==> src/rtl/anc_pkg.sv <==
// Shared definitions for the ADC sample sequencer: FSM state encoding and frame length.
package anc_pkg;

    typedef enum logic [2:0] {
        ST_IDLE     = 3'd0,
        ST_CS_SETUP = 3'd1,
        ST_SHIFT    = 3'd2,
        ST_HOLD     = 3'd3,
        ST_DONE     = 3'd4
    } seq_state_e;

    // Setup + shift + hold + done, in clock cycles.
    function automatic int unsigned frame_len(input int unsigned data_w, input int unsigned sclk_half);
        return 32'd3 + data_w * 32'd2 * sclk_half;
    endfunction

endpackage

==> src/rtl/sample_sequencer_if.sv <==
// ADC-side and downstream signals of the sample sequencer, grouped with sequencer/environment views.
interface sample_sequencer_if #(
    parameter int unsigned DATA_W = 12
);
    logic              Enable;
    logic              Adc_Sdo;
    logic              Adc_Cs_n;
    logic              Adc_Sclk;
    logic [DATA_W-1:0] Sample;
    logic              Sample_Valid;
    logic              S_Out;
    logic              R_Out;
    logic              Overrun;

    modport master (
        input  Enable, Adc_Sdo,
        output Adc_Cs_n, Adc_Sclk, Sample, Sample_Valid, S_Out, R_Out, Overrun
    );

    modport slave (
        output Enable, Adc_Sdo,
        input  Adc_Cs_n, Adc_Sclk, Sample, Sample_Valid, S_Out, R_Out, Overrun
    );
endinterface

==> src/rtl/sample_sequencer_sclk_gen.sv <==
// Half-period divider: Sclk starts low when run rises, toggles every SCLK_HALF cycles,
// rise marks the first high cycle, half_end_c the last cycle of each half-period.
module sclk_gen #(
    parameter int unsigned SCLK_HALF = 2
) (
    input  logic Clk,
    input  logic Rst,
    input  logic run,
    output logic sclk,
    output logic rise,
    output logic half_end_c
);
    localparam int unsigned HW    = (SCLK_HALF > 1) ? $clog2(SCLK_HALF) : 1;
    localparam logic [HW-1:0] HLAST = HW'(SCLK_HALF - 1);

    logic [HW-1:0] hcnt_q;
    logic          active_q;

    assign half_end_c = active_q && (hcnt_q == HLAST);

    always_ff @(posedge Clk) begin
        if (Rst || !run) begin
            hcnt_q   <= '0;
            sclk     <= 1'b0;
            rise     <= 1'b0;
            active_q <= 1'b0;
        end else if (!active_q) begin
            hcnt_q   <= '0;
            sclk     <= 1'b0;
            rise     <= 1'b0;
            active_q <= 1'b1;
        end else if (half_end_c) begin
            hcnt_q <= '0;
            sclk   <= ~sclk;
            rise   <= ~sclk;
        end else begin
            hcnt_q <= hcnt_q + HW'(1);
            rise   <= 1'b0;
        end
    end
endmodule

==> src/rtl/sample_sequencer.sv <==
// Periodic serial-ADC sampler: period counter launches a chip-select/shift/hold/done frame
// and flags ticks that arrive while a frame is still in flight.
module sample_sequencer
    import anc_pkg::*;
#(
    parameter int unsigned SAMPLE_PERIOD = 64,
    parameter int unsigned DATA_W        = 12,
    parameter int unsigned SCLK_HALF     = 2
) (
    input  logic                Clk,
    input  logic                Rst,
    sample_sequencer_if.master  bus
);
    localparam int unsigned CNT_W = (SAMPLE_PERIOD > 1) ? $clog2(SAMPLE_PERIOD) : 1;
    localparam int unsigned BIT_W = (DATA_W > 1) ? $clog2(DATA_W) : 1;
    localparam logic [CNT_W-1:0] CNT_LAST = CNT_W'(SAMPLE_PERIOD - 1);
    localparam logic [BIT_W-1:0] BIT_MSB  = BIT_W'(DATA_W - 1);

    seq_state_e        state_q, state_d;
    logic [CNT_W-1:0]  cnt_q;
    logic [BIT_W-1:0]  bit_q, bit_d;
    logic [DATA_W-1:0] shreg_q, sample_q;
    logic              cs_n_q, cs_n_d, s_q, s_d, r_q, r_d, ovr_q;
    logic              tick_c, sclk_run_c, sclk, sclk_rise, half_end_c;

    // Period counter: parked at zero while disabled.
    always_ff @(posedge Clk) begin
        if (Rst || !bus.Enable) begin
            cnt_q <= '0;
        end else if (cnt_q == CNT_LAST) begin
            cnt_q <= '0;
        end else begin
            cnt_q <= cnt_q + CNT_W'(1);
        end
    end

    assign tick_c = bus.Enable && (cnt_q == CNT_LAST);

    sclk_gen #(.SCLK_HALF(SCLK_HALF)) u_sclk_gen (
        .Clk        (Clk),
        .Rst        (Rst),
        .run        (sclk_run_c),
        .sclk       (sclk),
        .rise       (sclk_rise),
        .half_end_c (half_end_c)
    );

    // Next state; outputs derive from the state being entered so they register in step with it.
    always_comb begin
        state_d = state_q;
        bit_d   = bit_q;
        case (state_q)
            ST_IDLE: begin
                if (tick_c) begin
                    state_d = ST_CS_SETUP;
                    bit_d   = BIT_MSB;
                end
            end
            ST_CS_SETUP: state_d = ST_SHIFT;
            ST_SHIFT: begin
                if (sclk && half_end_c) begin
                    if (bit_q == '0) begin
                        state_d = ST_HOLD;
                    end else begin
                        bit_d = bit_q - BIT_W'(1);
                    end
                end
            end
            ST_HOLD: state_d = ST_DONE;
            ST_DONE: state_d = ST_IDLE;
            default: state_d = ST_IDLE;
        endcase
        cs_n_d     = !((state_d == ST_CS_SETUP) || (state_d == ST_SHIFT));
        s_d        = (state_d == ST_CS_SETUP);
        r_d        = (state_d == ST_DONE);
        sclk_run_c = (state_d == ST_SHIFT);
    end

    always_ff @(posedge Clk) begin
        if (Rst) begin
            state_q  <= ST_IDLE;
            bit_q    <= '0;
            shreg_q  <= '0;
            sample_q <= '0;
            cs_n_q   <= 1'b1;
            s_q      <= 1'b0;
            r_q      <= 1'b0;
            ovr_q    <= 1'b0;
        end else begin
            state_q <= state_d;
            bit_q   <= bit_d;
            cs_n_q  <= cs_n_d;
            s_q     <= s_d;
            r_q     <= r_d;
            if (tick_c && (state_q != ST_IDLE)) begin
                ovr_q <= 1'b1;
            end
            if (state_q == ST_CS_SETUP) begin
                shreg_q <= '0;
            end else if ((state_q == ST_SHIFT) && sclk_rise) begin
                shreg_q <= {shreg_q[DATA_W-2:0], bus.Adc_Sdo};
            end
            if (state_q == ST_HOLD) begin
                sample_q <= shreg_q;
            end
        end
    end

    assign bus.Adc_Cs_n     = cs_n_q;
    assign bus.Adc_Sclk     = sclk;
    assign bus.Sample       = sample_q;
    assign bus.Sample_Valid = r_q;
    assign bus.S_Out        = s_q;
    assign bus.R_Out        = r_q;
    assign bus.Overrun      = ovr_q;
endmodule

==> src/flat_wrapper.sv <==
// flat-port wrapper written by rule: the top's interface ports become plain ports
module sample_sequencer_flat import anc_pkg::*;
#(
    parameter int unsigned SAMPLE_PERIOD = 64,
    parameter int unsigned DATA_W        = 12,
    parameter int unsigned SCLK_HALF     = 2
)
  (Clk, Rst, bus_Enable, bus_Adc_Sdo, bus_Adc_Cs_n, bus_Adc_Sclk, bus_Sample, bus_Sample_Valid, bus_S_Out, bus_R_Out, bus_Overrun);
  sample_sequencer_if #(.DATA_W(DATA_W)) bus_i ();
  input  logic Clk;
  input  logic Rst;
  input wire logic [$bits(bus_i.Enable)-1:0] bus_Enable;
  input wire logic [$bits(bus_i.Adc_Sdo)-1:0] bus_Adc_Sdo;
  output wire logic [$bits(bus_i.Adc_Cs_n)-1:0] bus_Adc_Cs_n;
  output wire logic [$bits(bus_i.Adc_Sclk)-1:0] bus_Adc_Sclk;
  output wire logic [$bits(bus_i.Sample)-1:0] bus_Sample;
  output wire logic [$bits(bus_i.Sample_Valid)-1:0] bus_Sample_Valid;
  output wire logic [$bits(bus_i.S_Out)-1:0] bus_S_Out;
  output wire logic [$bits(bus_i.R_Out)-1:0] bus_R_Out;
  output wire logic [$bits(bus_i.Overrun)-1:0] bus_Overrun;
  assign bus_i.Enable = bus_Enable;
  assign bus_i.Adc_Sdo = bus_Adc_Sdo;
  assign bus_Adc_Cs_n = bus_i.Adc_Cs_n;
  assign bus_Adc_Sclk = bus_i.Adc_Sclk;
  assign bus_Sample = bus_i.Sample;
  assign bus_Sample_Valid = bus_i.Sample_Valid;
  assign bus_S_Out = bus_i.S_Out;
  assign bus_R_Out = bus_i.R_Out;
  assign bus_Overrun = bus_i.Overrun;
  sample_sequencer #(.SAMPLE_PERIOD(SAMPLE_PERIOD), .DATA_W(DATA_W), .SCLK_HALF(SCLK_HALF)) u_core (.Clk(Clk), .Rst(Rst), .bus(bus_i));
endmodule
==> config.mk <==
export PLATFORM = sky130hd
export DESIGN_NAME = sample_sequencer_flat
export DESIGN_NICKNAME = d
export VERILOG_FILES = /design/src/rtl/anc_pkg.sv /design/src/rtl/sample_sequencer_if.sv /design/src/rtl/sample_sequencer_sclk_gen.sv /design/src/rtl/sample_sequencer.sv /design/src/flat_wrapper.sv
export SDC_FILE = /design/constraint.sdc
export NUM_CORES = 1
export LEC_CHECK = 0
export ABC_CLOCK_PERIOD_IN_PS = 2100
export CAP_MARGIN = 0
export CORE_AREA = 2 2 86 88
export CTS_CLUSTER_DIAMETER = 80
export DETAILED_ROUTE_END_ITERATION = 12
export DIE_AREA = 0 0 88 90
export GPL_ROUTABILITY_DRIVEN = 0
export PLACE_DENSITY = 0.5
export SYNTH_ARGS = -nofsm -noshare
export SYNTH_HDL_FRONTEND = slang
export SYNTH_SLANG_ARGS = --single-unit
==> constraint.sdc <==
create_clock -name Clk -period 2.1 [get_ports Clk]
set_input_delay 0.42 -clock Clk [delete_from_list [all_inputs] [get_ports Clk]]
set_output_delay 0.42 -clock Clk [all_outputs]
set_load 0.1 [all_outputs]
==> results list <==
* Share of the clock period used by the worst path: 78.6%
- Std-Cell Core Area: 7020 um2
* Count of cells along the worst register-to-register path: 6
- Fin. max-slew vios: 0
* Number of instances in the synthesized netlist: 175
* Power Density: 749 nW/um2
- Hold buffer count at cts: 0
- In the synthesized netlist the dominant register cell turns out to be sky130_fd_sc_hd__dfxtp_1.
* Max Cap Viol: 0
- Number of setup violations in the final report: 0
- STA classifies the critical path endpoint as a flop.
* Detailed Place HPWL: 2.29 mm
- No sink is reached through more buffers than the 2 on the longest clock path.
- Global routing finished with a remaining overflow of 0.
- The worst setup path is of the reg2reg kind.
* Final Core Density: 29.5%
- Overall track demand over capacity in global routing: 8.75%
* Setup repair after global routing missed its margin: no
- The completed layout was analyzed and its total power is 1550 uW.
- Among all stages on the critical path, the largest delay is contributed by sky130_fd_sc_hd__a31oi_1.
- P_leak: 0.000758 uW
- Distinct cell type count of the synthesized netlist: 35
* Maximum number of pins on one net before global-route repair: 16
* F_max: 606 MHz
* TritonCTS buffer count: 5
- The die is 88 um wide.
* Cell row count: 31
* Headroom to the max-slew limit: 64.7%
- The Yosys step of the flow raised 0 warnings.
- Final clock skew: 6.24 ps
* Startpoint types: flop
- At the worst endpoint, the required time is 2350 ps.
- Largest voltage drop on the vdd net: 0.250 mV
- Proportion of register bits with asynchronous set or reset after synthesis: 0%
- Counting I/O delays and the setup requirement, the final critical path takes 1650 ps.
- Die area: 7920 um2
* Critical Path, Cell by Cell: inv_1, ha_1, nor3b_1, buf_4, a31oi_1, and4b_1
- Flops & latches, synth: 45
* # resized after CTS: 0
- Die height: 90 um
- The initial antenna violation count is 0.
- Clock tree synthesis selected as its root buffer the cell sky130_fd_sc_hd__clkbuf_8.
- The layer flagged by global routing as most heavily used is met2.
* Initial cell density of the core: 24.1%
- For the worst setup path, the data arrival time is 1900 ps.
- The post-route netlist has 19.6% of its cells at a drive strength greater than 1.
* Antenna-violating nets left: 0
- Vias in the first global route: 1112
- The first global-routing pass estimated 5.31 mm of wire.
- Number of antenna cells inserted: 0
- Number of buffers inserted by post-CTS setup repair: 0
* Area growth syn-to-layout: 22.7%
- At the pin with the least slew margin, the transition time is 527 ps.
- Clk_lat worst skew: 300 ps
* Input/output buffers: 21
- The largest single stage delay on the critical path is 400 ps.
* Maximum fanout count along the critical path: 7
- The first TritonRoute pass finished after 4 iterations.
- 22 I/O pins were placed.
* Part of the Yosys area used for sequential elements: 53.3%
- After detailed routing, the number of remaining DRC violations is 0.
- GR Layer Usage met3: 3.40%
- Outcome: completed
- In the routed layout, each cell is associated on average with a via count of 4.12.
- Averaged over all synthesized cells, the footprint is 9.65 um2.
- Clock tree from TritonCTS: done
* Worst hold path class: reg2reg
* Filler Cells Inserted: 733
- Final setup TNS: 0 ps
- Clock net sink count: 45
* Final-stage net count: 205
* Fraction of met2 tracks used by global routing: 12.4%
- For this block, the via count after detailed routing is 1229.
- Dividing the detail-routed wire length by the instance count gives 11.0 um.
* Slack of the worst reg-to-reg path: 450 ps
- For this run, global-route usage on met1 was measured as 11.1%.
- The mapped netlist covers 1690 um2.
- The number of nets handed over by synthesis was 182.
- Initial DRC Count: 36
* Worst hold stages: 1
* Clk pin slew, worst setup/hold paths: 90 ps
* Detailed-route wire length: 3.26 mm
- Post-synth EDFFs: 0
* Hold violation total from the final report: 0
* Maximum level of the CTS H-tree: 2
per-stage QoR:
step	hold WS, ps	instance area, um2	instances	worst slack, ps
after floorplan	413	1690	175	211
after global placement	433	1960	290	308
after detailed placement	432	1960	290	240
after CTS	451	2070	298	435
after global routing	467	2070	298	322
final	454	2070	298	449
metal layers:
metal | vias up | share of wire (%)
met4 | 0 | 2.5
met5 | - | 0
met3 | 7 | 4.9
li1 | 644 | -
met2 | 16 | 44
met1 | 562 | 49
final cells by class:
| class | instances | area (um2) | area share, % |
|---|---|---|---|
| clock buffers | 5 | 68.8 | 3.32 |
| well taps | 99 | 124 | 5.97 |
| multi-input cells | 115 | 712 | 34.3 |
| repair buffers | 26 | 203 | 9.78 |
| inverters | 5 | 18.8 | 0.905 |
| flip-flops and latches | 45 | 901 | 43.5 |
| clock inverters | 3 | 46.3 | 2.23 |
worst max-delay path: cells and delay by family (launching register included):
family          cells  cell delay [ps]
compound gates      1              400
fa+ha+maj           1              190
buf+inv             2              230
flops               1              380
simple gates        2              400
cell usage in the layout (no fill, tap or decap), types with 2 or more instances in the layout:
| cell type | count |
|---|---|
| sky130_fd_sc_hd__a21oi_1 | 15 |
| sky130_fd_sc_hd__xnor2_1 | 5 |
| sky130_fd_sc_hd__a31oi_1 | 3 |
| sky130_fd_sc_hd__inv_1 | 5 |
| sky130_fd_sc_hd__nor3_2 | 3 |
| sky130_fd_sc_hd__and2_1 | 2 |
| sky130_fd_sc_hd__clkbuf_8 | 5 |
| sky130_fd_sc_hd__xor2_1 | 3 |
| sky130_fd_sc_hd__and3_1 | 2 |
| sky130_fd_sc_hd__nor2_1 | 10 |
| sky130_fd_sc_hd__or3_1 | 2 |
| sky130_fd_sc_hd__nand3_1 | 5 |
| sky130_fd_sc_hd__clkdlybuf4s50_1 | 3 |
| sky130_fd_sc_hd__dfxtp_1 | 45 |
| sky130_fd_sc_hd__nor3_1 | 6 |
| sky130_fd_sc_hd__buf_4 | 23 |
| sky130_fd_sc_hd__a22o_1 | 12 |
| sky130_fd_sc_hd__and4_1 | 2 |
| sky130_fd_sc_hd__ha_1 | 3 |
| sky130_fd_sc_hd__nand2_1 | 28 |
state kept, by name, indices dropped and copies added (netlist names):
name	count
u_core.shreg_q	12
u_core.state_q	3
u_core.bus.R_Out	1
u_core.u_sclk_gen.sclk	1
u_core.u_sclk_gen.rise	1
u_core.bus.Overrun	1
u_core.cnt_q	6
u_core.u_sclk_gen.active_q	1
u_core.bus.Adc_Cs_n	1
u_core.bus.S_Out	1
u_core.bit_q	4
u_core.bus.Sample	12
u_core.u_sclk_gen.hcnt_q	1
power breakdown:
part	switching (uW)	internal, uW	leakage (uW)
clock	311	356	0.0000543
sequential	1.20	854	0.000363
combinational	17.2	12.6	0.000341
total	330	1220	0.000758
worst paths after layout:
| check | end | start |
|---|---|---|
| setup / recovery | u_core.u_sclk_gen.hcnt_q | u_core.bit_q[0] |
| hold reg to reg | u_core.cnt_q[0] | u_core.cnt_q[0] |
| setup reg to reg | u_core.u_sclk_gen.hcnt_q | u_core.bit_q[0] |
| hold / removal | u_core.cnt_q[0] | u_core.cnt_q[0] |
synthesized netlist by cell type, types with 2 or more instances:
library cell	n	share of area (%)
sky130_fd_sc_hd__ha_1	3	2.2
sky130_fd_sc_hd__or3_1	2	0.74
sky130_fd_sc_hd__dfxtp_1	45	53
sky130_fd_sc_hd__buf_4	3	1.3
sky130_fd_sc_hd__nand2_1	28	6.2
sky130_fd_sc_hd__clkbuf_1	5	1.1
sky130_fd_sc_hd__xor2_1	3	1.6
sky130_fd_sc_hd__and2_1	2	0.74
sky130_fd_sc_hd__inv_1	5	1.1
sky130_fd_sc_hd__nand3_1	5	1.5
sky130_fd_sc_hd__nor2_1	10	2.2
sky130_fd_sc_hd__a21oi_1	15	4.4
sky130_fd_sc_hd__and3_1	2	0.74
sky130_fd_sc_hd__nor3_2	3	1.8
sky130_fd_sc_hd__and4_1	2	1.0
sky130_fd_sc_hd__xnor2_1	5	2.6
sky130_fd_sc_hd__a31oi_1	3	1.1
sky130_fd_sc_hd__nor3_1	6	1.8
sky130_fd_sc_hd__a22o_1	12	6.2
cell families after synthesis:
group / count (synthesis) / share of synthesized area [%]
adder cells (fa/ha/maj): 3 / 2.22
buffers and inverters: 15 / 4.52
XOR/XNOR: 8 / 4.15
AO/OA/AOI/OAI: 35 / 13.9
flip-flops: 45 / 53.3
AND/OR/NAND/NOR: 69 / 21.9
Power figures use the tool's default switching activity.
